--- src/rtl/add_sub_alu_unit_pkg.sv ---
// Shared types and constants for the add/sub ALU responder and its requesters.
// No logic; types only.
// No handshakes; types only.
package alu_pkg;

  // Default operand/result width and tag width of the responder.
  localparam int ALU_WIDTH = 16;
  localparam int ALU_TAG_W = 4;

  // Operation codes carried on req_op.
  typedef enum logic [1:0] {
    OP_ADD      = 2'd0,
    OP_SUB      = 2'd1,
    OP_NXOR_NEG = 2'd2,
    OP_GE       = 2'd3
  } op_e;

  // One response FIFO entry: result, carry/borrow flag, returned tag.
  typedef struct packed {
    logic [ALU_WIDTH-1:0] r;
    logic                 carry;
    logic [ALU_TAG_W-1:0] tag;
  } rsp_entry_t;

endpackage

--- src/rtl/add_sub_alu_unit_if.sv ---
// Request/response valid-ready channel pair between a requester and the ALU.
// No logic; wiring only.
// Standard valid/ready on both channels.
interface add_sub_alu_unit_if #(
  parameter int WIDTH = 16,
  parameter int TAG_W = 4
);
  import alu_pkg::*;

  logic             req_valid;
  logic             req_ready;
  op_e              req_op;
  logic [WIDTH-1:0] req_a;
  logic [WIDTH-1:0] req_b;
  logic [TAG_W-1:0] req_tag;

  logic             rsp_valid;
  logic             rsp_ready;
  logic [WIDTH-1:0] rsp_r;
  logic             rsp_carry;
  logic [TAG_W-1:0] rsp_tag;

  // Requester side: issues requests, consumes responses.
  modport master (
    output req_valid, req_op, req_a, req_b, req_tag, rsp_ready,
    input  req_ready, rsp_valid, rsp_r, rsp_carry, rsp_tag
  );

  // ALU side: accepts requests, produces responses.
  modport slave (
    input  req_valid, req_op, req_a, req_b, req_tag, rsp_ready,
    output req_ready, rsp_valid, rsp_r, rsp_carry, rsp_tag
  );

endinterface

--- src/rtl/add_sub_alu_unit_logic.sv ---
// Combinational add/sub/neg-xor/compare datapath producing the result word.
// Latency: zero cycles (pure combinational).
// No handshakes; caller decides when the result is captured.
module add_sub_logic
  import alu_pkg::*;
#(
  parameter int WIDTH = 16
) (
  input  op_e              i_op,
  input  logic [WIDTH-1:0] i_a,
  input  logic [WIDTH-1:0] i_b,
  output logic [WIDTH-1:0] o_r
);

  // Result select; all arithmetic wraps modulo 2^WIDTH.
  always_comb begin
    o_r = '0;
    unique case (i_op)
      OP_ADD:      o_r = i_a + i_b;
      OP_SUB:      o_r = i_a - i_b;
      OP_NXOR_NEG: o_r = -(i_a ^ i_b);
      OP_GE:       o_r = {{(WIDTH-1){1'b0}}, (i_a >= i_b)};
      default:     o_r = '0;
    endcase
  end

endmodule

--- src/rtl/add_sub_alu_unit.sv ---
// Registered ALU responder: computes on request accept, queues {r, carry, tag}.
// Latency: one cycle from accept to rsp_valid when the queue is empty.
// Back-pressure: req_ready drops only when the FIFO is full (from count alone).
module add_sub_alu_unit
  import alu_pkg::*;
#(
  parameter int WIDTH = ALU_WIDTH,
  parameter int DEPTH = 2,
  parameter int TAG_W = ALU_TAG_W
) (
  input  logic                clk,
  input  logic                rst_n,
  add_sub_alu_unit_if.slave   bus,
  output logic [15:0]         op_count
);

  localparam int PW = (DEPTH > 1) ? $clog2(DEPTH) : 1;
  localparam int CW = $clog2(DEPTH + 1);
  localparam logic [CW-1:0] DEPTH_C   = CW'(DEPTH);
  localparam logic [PW-1:0] LAST_PTR  = PW'(DEPTH - 1);

  // The entry struct lives in the package with fixed widths; refuse to
  // elaborate with a mismatching configuration rather than silently truncate.
  if (WIDTH != ALU_WIDTH || TAG_W != ALU_TAG_W) begin : g_bad_width
    $error("add_sub_alu_unit: WIDTH/TAG_W must match alu_pkg constants");
  end
  if (DEPTH < 2) begin : g_bad_depth
    $error("add_sub_alu_unit: DEPTH must be >= 2");
  end

  // Datapath
  logic [WIDTH-1:0] w_r;
  logic [WIDTH:0]   w_add;
  logic [WIDTH:0]   w_sub;
  logic             w_carry;
  logic             w_unused_low;

  add_sub_logic #(.WIDTH(WIDTH)) u_logic (
    .i_op (bus.req_op),
    .i_a  (bus.req_a),
    .i_b  (bus.req_b),
    .o_r  (w_r)
  );

  // Carry/borrow comes from a one-bit-wider add/sub kept local to this unit.
  assign w_add = {1'b0, bus.req_a} + {1'b0, bus.req_b};
  assign w_sub = {1'b0, bus.req_a} - {1'b0, bus.req_b};
  // Low bits duplicate add_sub_logic's result and are intentionally dropped.
  assign w_unused_low = ^{w_add[WIDTH-1:0], w_sub[WIDTH-1:0]};

  // Carry only meaningful for add and subtract.
  always_comb begin
    w_carry = 1'b0;
    unique case (bus.req_op)
      OP_ADD:  w_carry = w_add[WIDTH];
      OP_SUB:  w_carry = w_sub[WIDTH];
      default: w_carry = 1'b0;
    endcase
  end

  // FIFO state
  rsp_entry_t    r_mem [DEPTH];
  logic [PW-1:0] r_wr_ptr;
  logic [PW-1:0] r_rd_ptr;
  logic [CW-1:0] r_count;
  logic [15:0]   r_op_count;

  logic       w_accept;
  logic       w_handoff;
  rsp_entry_t w_wr_entry;
  rsp_entry_t w_head;

  assign bus.req_ready = (r_count < DEPTH_C);
  assign bus.rsp_valid = (r_count != '0);
  assign w_accept      = bus.req_valid && bus.req_ready;
  assign w_handoff     = bus.rsp_valid && bus.rsp_ready;

  assign w_wr_entry.r     = w_r;
  assign w_wr_entry.carry = w_carry;
  assign w_wr_entry.tag   = bus.req_tag;

  // Empty queue presents all-zero fields so stale storage never leaks out.
  assign w_head        = bus.rsp_valid ? r_mem[r_rd_ptr] : '0;
  assign bus.rsp_r     = w_head.r;
  assign bus.rsp_carry = w_head.carry;
  assign bus.rsp_tag   = w_head.tag;
  assign op_count      = r_op_count;

  // Storage write on accept; contents need no reset since count gates reads.
  always_ff @(posedge clk) begin
    if (w_accept) begin
      r_mem[r_wr_ptr] <= w_wr_entry;
    end
  end

  // Pointers, occupancy and handoff counter.
  always_ff @(posedge clk or negedge rst_n) begin
    if (!rst_n) begin
      r_wr_ptr   <= '0;
      r_rd_ptr   <= '0;
      r_count    <= '0;
      r_op_count <= '0;
    end else begin
      if (w_accept) begin
        r_wr_ptr <= (r_wr_ptr == LAST_PTR) ? '0 : r_wr_ptr + 1'b1;
      end
      if (w_handoff) begin
        r_rd_ptr   <= (r_rd_ptr == LAST_PTR) ? '0 : r_rd_ptr + 1'b1;
        r_op_count <= r_op_count + 16'd1;
      end
      unique case ({w_accept, w_handoff})
        2'b10:   r_count <= r_count + 1'b1;
        2'b01:   r_count <= r_count - 1'b1;
        default: r_count <= r_count;
      endcase
    end
  end

endmodule

--- src/flat_wrapper.sv ---
// flat-port wrapper written by rule: the top's interface ports become plain ports
module add_sub_alu_unit_flat import alu_pkg::*;
#(
  parameter int WIDTH = ALU_WIDTH,
  parameter int DEPTH = 2,
  parameter int TAG_W = ALU_TAG_W
)
  (clk, rst_n, op_count, bus_req_valid, bus_req_op, bus_req_a, bus_req_b, bus_req_tag, bus_rsp_ready, bus_req_ready, bus_rsp_valid, bus_rsp_r, bus_rsp_carry, bus_rsp_tag);
  add_sub_alu_unit_if #(.WIDTH(WIDTH), .TAG_W(TAG_W)) bus_i ();
  input  logic clk;
  input  logic rst_n;
  output logic [15:0] op_count;
  input wire logic [$bits(bus_i.req_valid)-1:0] bus_req_valid;
  input wire logic [$bits(bus_i.req_op)-1:0] bus_req_op;
  input wire logic [$bits(bus_i.req_a)-1:0] bus_req_a;
  input wire logic [$bits(bus_i.req_b)-1:0] bus_req_b;
  input wire logic [$bits(bus_i.req_tag)-1:0] bus_req_tag;
  input wire logic [$bits(bus_i.rsp_ready)-1:0] bus_rsp_ready;
  output wire logic [$bits(bus_i.req_ready)-1:0] bus_req_ready;
  output wire logic [$bits(bus_i.rsp_valid)-1:0] bus_rsp_valid;
  output wire logic [$bits(bus_i.rsp_r)-1:0] bus_rsp_r;
  output wire logic [$bits(bus_i.rsp_carry)-1:0] bus_rsp_carry;
  output wire logic [$bits(bus_i.rsp_tag)-1:0] bus_rsp_tag;
  assign bus_i.req_valid = bus_req_valid;
  assign bus_i.req_op = bus_req_op;
  assign bus_i.req_a = bus_req_a;
  assign bus_i.req_b = bus_req_b;
  assign bus_i.req_tag = bus_req_tag;
  assign bus_i.rsp_ready = bus_rsp_ready;
  assign bus_req_ready = bus_i.req_ready;
  assign bus_rsp_valid = bus_i.rsp_valid;
  assign bus_rsp_r = bus_i.rsp_r;
  assign bus_rsp_carry = bus_i.rsp_carry;
  assign bus_rsp_tag = bus_i.rsp_tag;
  add_sub_alu_unit #(.WIDTH(WIDTH), .DEPTH(DEPTH), .TAG_W(TAG_W)) u_core (.clk(clk), .rst_n(rst_n), .bus(bus_i), .op_count(op_count));
endmodule
--- config.mk ---
export PLATFORM = sky130hd
export DESIGN_NAME = add_sub_alu_unit_flat
export DESIGN_NICKNAME = d
export VERILOG_FILES = /design/src/rtl/add_sub_alu_unit_pkg.sv /design/src/rtl/add_sub_alu_unit_if.sv /design/src/rtl/add_sub_alu_unit_logic.sv /design/src/rtl/add_sub_alu_unit.sv /design/src/flat_wrapper.sv
export SDC_FILE = /design/constraint.sdc
export NUM_CORES = 1
export LEC_CHECK = 0
export ABC_CLOCK_PERIOD_IN_PS = 2150
export CAP_MARGIN = 20
export CORE_ASPECT_RATIO = 0.7
export CORE_MARGIN = 3
export CORE_UTILIZATION = 50
export CTS_CLUSTER_DIAMETER = 40
export DETAILED_ROUTE_END_ITERATION = 16
export GPL_ROUTABILITY_DRIVEN = 0
export PLACE_DENSITY = 0.77
export RECOVER_POWER = 50
export SYNTH_ARGS = -nofsm -noshare
export SYNTH_HDL_FRONTEND = slang
export SYNTH_SLANG_ARGS = --single-unit
export TNS_END_PERCENT = 1
--- constraint.sdc ---
create_clock -name clk -period 2.15 [get_ports clk]
set_clock_uncertainty 0.15 [all_clocks]
set_input_delay 0.43 -clock clk [delete_from_list [all_inputs] [get_ports clk]]
set_output_delay 0.43 -clock clk [all_outputs]
set_load 0.05 [all_outputs]
# Word-level counts from Yosys, hierarchy flattened
# Memory sizes are Yosys's and may differ from the RTL's.
# Cells that the tools add are included.
[op_classes] magnitude_cmp=2 n_eq_ne=5 muxes=8 bitwise_logic=1 n_div=0 n_shift=0 n_reduce_logical=5 multipliers=0 n_addsub=10
[ops] operator="one-hot mux 16 bit (4 select lines)" n=1
[ops] operator="two-way mux 21 bit" n=1
[ops] operator="adder 16 x 16 -> 17 bit" n=1
[ops] operator="subtractor 16 x 16 -> 17 bit" n=1
[ops] operator="adder 16 x 1 -> 16 bit (second input constant)" n=1
[ops] operator="adder 16 bit" n=1
[ops] operator="greater-or-equal comparator 16 bit" n=1
[ops] operator="negator 16 bit" n=1
[ops] operator="subtractor 16 bit" n=1
[ops] operator="XOR 16 bit" n=1
[ops] operator="== test 2 bit (second input constant)" n=3
[ops] operator="== test 2 x 1 -> 1 bit (second input constant)" n=2
[ops] operator="two-way mux 1 bit" n=4
[ops] operator="one-hot mux 2 bit (2 select lines)" n=1
[ops] operator="nonzero test 2 bit" n=2
[ops] operator="adder 1 bit (second input constant)" n=2
[ops] operator="adder 2 x 1 -> 2 bit (second input constant)" n=1
[ops] operator="logical AND 1 bit" n=2
[ops] operator="logical NOT 2 bit" n=1
[ops] operator="< comparator 2 bit (second input constant)" n=1
[ops] operator="one-hot mux 1 bit (2 select lines)" n=1
[ops] operator="subtractor 2 x 1 -> 2 bit (second input constant)" n=1
[word_totals] inputBits=42 romBits=0 wordCells=36 reg_bits=20 output_inout_bits=39 latchBits=0 mem_count=1 mem_bits_rw=42
[memory_table] memory="u_core.r_mem" depth=2 width=21 read_ports=1 rd_ports_with_merged_regs=0 wr=1 line="add_sub_alu_unit.sv:62" rtl="rsp_entry_t r_mem [DEPTH];"

# Longest topological paths before layout
# Gate-level depths: netlist of the first run.
[depth] depth_word=4 ltp_mapped=15 mapped_depth_nobuf=14

# Hierarchy
# Synthesis of the first run repeated with hierarchy kept, for this count alone.
[hier_totals] cells_unflattened=561 area_unflattened_um2=5149.9
[by_module_without_submodules] mod="add_sub_alu_unit" seq_area_each_um2=1761.7 cells_each=260 area_per_inst_um2=3141.8 instances=1
[by_module_without_submodules] mod="add_sub_logic" seq_area_each_um2=0.0 cells_each=301 area_per_inst_um2=2008.2 instances=1

# Worst setup path before layout of the first run
# OpenSTA, ideal clock, no wires.
[synth_path] path_kind="input port to flip-flop" from="in bus_req_op[1]" to="mem u_core.r_mem[0][15] (netlist bit) (data pin)" path_slack_ns=-1.038 path_buffers=2 t_arrival_ns=2.777 required_ns=1.740 stages=13 setup_ns=0.260 cell_sequence="buf_2 -> inv_1 -> nand2_1 -> clkbuf_1 -> o31ai_1 -> xnor2_1 -> ha_1 -> o211ai_1 -> a21o_1 -> and2_1 -> o21ai_1 -> a311o_1 -> a32o_1"
[synth_via] elab_chain_cells=2 word_cells_on_any_way=5 classes_between="eq/ne: 3; mux: 1; reduce/logical: 1"
[synth_rtl] item="start: declaration" line="flat_wrapper.sv:14" rtl="input wire logic [$bits(bus_i.req_op)-1:0] bus_req_op;"
[synth_rtl] item="== test 2 bit (tied with other cells)" line="add_sub_alu_unit_logic.sv:18" rtl="unique case (i_op)"
[synth_rtl] item="one-hot mux 16 bit (4 select lines) *" line="add_sub_alu_unit_logic.sv:18"
[synth_rtl] item="named net u_core.u_logic.o_r[10]" line="add_sub_alu_unit_logic.sv:12" rtl="output logic [WIDTH-1:0] o_r"
[synth_rtl] item="end: declaration" line="add_sub_alu_unit.sv:62"
# Mark *: on every way through the listed nets, which the timed path passes. The rest lies on a longest branch.

# Worst setup path after layout of the first run
[layout_path] from="in bus_req_b[1]" to="mem u_core.r_mem[0][18] (netlist bit) (data pin)"
[layout_via] elab_chain_cells=3 word_cells_on_any_way=5 classes_between="add/sub: 3; mux: 1; bitwise: 1"
[layout_rtl] item="start: declaration" line="flat_wrapper.sv:16" rtl="input wire logic [$bits(bus_i.req_b)-1:0] bus_req_b;"
[layout_rtl] item="XOR 16 bit" line="add_sub_alu_unit_logic.sv:21" rtl="OP_NXOR_NEG: o_r = -(i_a ^ i_b);"
[layout_rtl] item="negator 16 bit" line="add_sub_alu_unit_logic.sv:21"
[layout_rtl] item="one-hot mux 16 bit (4 select lines) *" line="add_sub_alu_unit_logic.sv:18"
[layout_rtl] item="named net u_core.u_logic.o_r[13]" line="add_sub_alu_unit_logic.sv:12"
# Marks and branches as above.

==> results.json, run 1 <==
{
  "path_buf_inv": 4,
  "rows": 28,
  "cts_tree": "yes",
  "cts_hold_buffers": 0,
  "layout-drive-gt1-share_pct": 37.4,
  "cp.required_ns": 2.02,
  "clk_pin_slew_ns": 0.05,
  "dieWidth_um": 121,
  "stdcell_area_um2": 7140,
  "place_hpwl_mm": 9.91,
  "antenna_found_initial": 0,
  "firstDrtPassIters": 5,
  "grt_first_pass_wirelength_mm": 22.2,
  "grtUsageTotal_pct": 26.7,
  "cap_violations": 0,
  "hold_viol": 0,
  "reg2reg_depth": 7,
  "num-fill-cells": 479,
  "synthArstFlopShare_pct": 32.3,
  "layout_common_cells": "buf_4, nor2_1, ha_1",
  "slowest_stage": "ha_2",
  "critPathKind": "in2reg",
  "io_pins": 81,
  "drv_slew": 0,
  "wl_mm": 15.6,
  "placed_area_um2": 6370,
  "cp_num_cells": 15,
  "htree_num_levels": 3,
  "fp.dieH_um": 86.2,
  "power.density_nw_per_um2": 962,
  "initial_core_util_pct": 52.9,
  "crit_path_max_incr_delay_ns": 0.35,
  "tritoncts.num_buffers": 9,
  "r2r_start": "u_core.r_count[0]",
  "grt_pass1_vias": 4512,
  "syn_inst": 462,
  "syn-num-nets": 555,
  "path_max_fanout": 4,
  "synth_cell_types": 51,
  "p_total_uw": 6870,
  "vias_per_cell": 5.93,
  "synth_top_area_share_pct": 27.4,
  "clock_latency_ns": 0.33,
  "syn_to_final_growth_pct": 55.3,
  "endpoint": "u_core.r_mem[0][18]",
  "fin_crit_sh_pct": 148,
  "cts_buffer_depth": 2,
  "period_needed_ns": 3.18,
  "synth_warnings": 0,
  "reg2reg_slack_ns": 0.17,
  "synth-edff-count": 42,
  "slew_headroom_pct": 26.3,
  "status": "finished with violations",
  "grt_max_degree": 23,
  "leakage_uw": 0.00334,
  "yosysSeqAreaShare_pct": 38.3,
  "vias": 4791,
  "synth.avg_cell_area_um2": 9.95,
  "die_area_um2": 10400,
  "antenna_cells": 0,
  "dp_cells": 772,
  "violations": "setup timing",
  "synth_flop_cell": "edfxtp_1",
  "ir_worst_vdd_uv": 542,
  "dr.first_iter.drc_count": 576,
  "syn_area_um2": 4600,
  "core_area_um2": 8690,
  "synthTopCellsByArea": "edfxtp_1, ha_1, dfrtp_1",
  "portBuffers": 80,
  "worstReg2RegEnd": "u_core.r_count[1]",
  "clock-root-buffer": "clkbuf_16",
  "grt-ovfl-total": 0,
  "wl_per_cell_um": 19.3,
  "setup_ws_ns": -1.03,
  "fmax_mhz": 315,
  "finalNonFillerCells": 808,
  "cp-start-kind": "input port",
  "path_cells": "dlygate4sd2_1, inv_1, ha_2, buf_4, inv_1, o21ai_2, xnor2_1, ha_2, o21ai_1, o21ai_0, a21o_1, a21oi_4, a21oi_1, o21ai_1, o211ai_1",
  "arrival_ns": 3.04,
  "rsz0062_at_grt": "yes",
  "worst_pin_slew_ns": 1.11,
  "path_delay_family": "compound AO/OA/AOI/OAI gates",
  "final_common_cell": "buf_4",
  "antenna_left": 0,
  "ys_ff_latch": 62,
  "fin_nets": 776,
  "setup_violations": 31,
  "endpoint_kind": "register",
  "crit_start": "bus_req_b[1]",
  "clock_sinks": 62,
  "hold_class": "reg2reg",
  "drc": 0,
  "synth_largest_area_cell": "edfxtp_1",
  "timing.setup.tns_ns": -19.93
}
==> repair_timing <==
action                                  CTS  global route
pin swaps                                42            28
gates resized for setup                  74            48
endpoints found under the setup margin   35            39
buffers inserted                         14             6
==> cells in the mapped netlist (all sizes together), types with 8 or more instances <==
master,instances
a21o,11
a21oi,22
dfrtp,20
edfxtp,42
ha,50
inv,35
mux2i,22
nand2,26
nand3,18
nor2,44
nor3,8
o21ai,17
o22ai,11
xnor2,42
xor2,17
==> flip-flops by register name, indices dropped and copies added, names as in the netlist <==
signal,count
u_core.r_mem,42
u_core.r_count,2
u_core.r_rd_ptr,1
u_core.op_count,16
u_core.r_wr_ptr,1
==> routing by layer <==
metal,GRT usage [%],wire [µm],up-vias
li1,-,-,2110
met1,37.3,6360,2232
met2,42.3,6950,355
met3,4.83,1550,94
met4,9.47,771,0
met5,0,0,-
==> kinds of logic (layout without fill, tap and decap cells) <==
logic type	Yosys count	in the layout	synth area share, %
compound gates	96	96	13.9
simple gates	125	125	13.4
xor+xnor	59	59	11.2
mux	23	23	5.04
buf+inv	46	272	3.95
fa+ha+maj	51	51	14.0
flops	62	62	38.3
==> worst min path at each step <==
stage	from	to	slack (ns)	cells after the start
2_1_floorplan	rst_n	u_core.op_count[0]	-0.02	0
3_3_place_gp	u_core.op_count[15]	u_core.op_count[15]	0.30	1
3_5_place_dp	u_core.op_count[15]	u_core.op_count[15]	0.31	1
4_1_cts	rst_n	u_core.op_count[0]	0.31	2
5_1_grt	u_core.op_count[6]	u_core.op_count[6]	0.35	1
6_report	u_core.op_count[15]	u_core.op_count[15]	0.31	1
==> area by class of cell <==
type	instances	area, µm²	area share (%)
multi-input combinational	354	3030	42.4
timing repair buffer	221	1800	25.1
sequential	62	1760	24.7
clock buffer	12	246	3.45
tap	120	150	2.10
inverter	35	134	1.88
clock inverter	4	21.3	0.298
==> power breakdown <==
group / switching (µW) / internal (µW) / leakage [µW]
clock: 492 / 805 / 0.000137
combinational: 2410 / 1420 / 0.00256
sequential: 152 / 1590 / 0.000649
==> per-stage QoR <==
step / worst slack, ns / hold WS, ns / util, %
CTS: -0.778 / 0.309 / 79.7
floorplan: -0.772 / -0.0156 / -
global placement: -1.47 / 0.304 / 73.3
detailed placement: -1.54 / 0.310 / 73.3
finish: -1.03 / 0.314 / 82.2
global route: -1.03 / 0.349 / 82.2
(Power assumes the default switching activity.)
==> inputs of run 2 (changes only) <==
--- a/config.mk
+++ b/config.mk
@@ -6,7 +6,7 @@
 export NUM_CORES = 1
 export LEC_CHECK = 0
 export ABC_CLOCK_PERIOD_IN_PS = 2150
-export CAP_MARGIN = 20
+export CAP_MARGIN = 10
 export CORE_ASPECT_RATIO = 0.7
 export CORE_MARGIN = 3
 export CORE_UTILIZATION = 50
==> results of run 2 <==
Same layout as run 1: the final DEF is identical, and so are final timing and power.
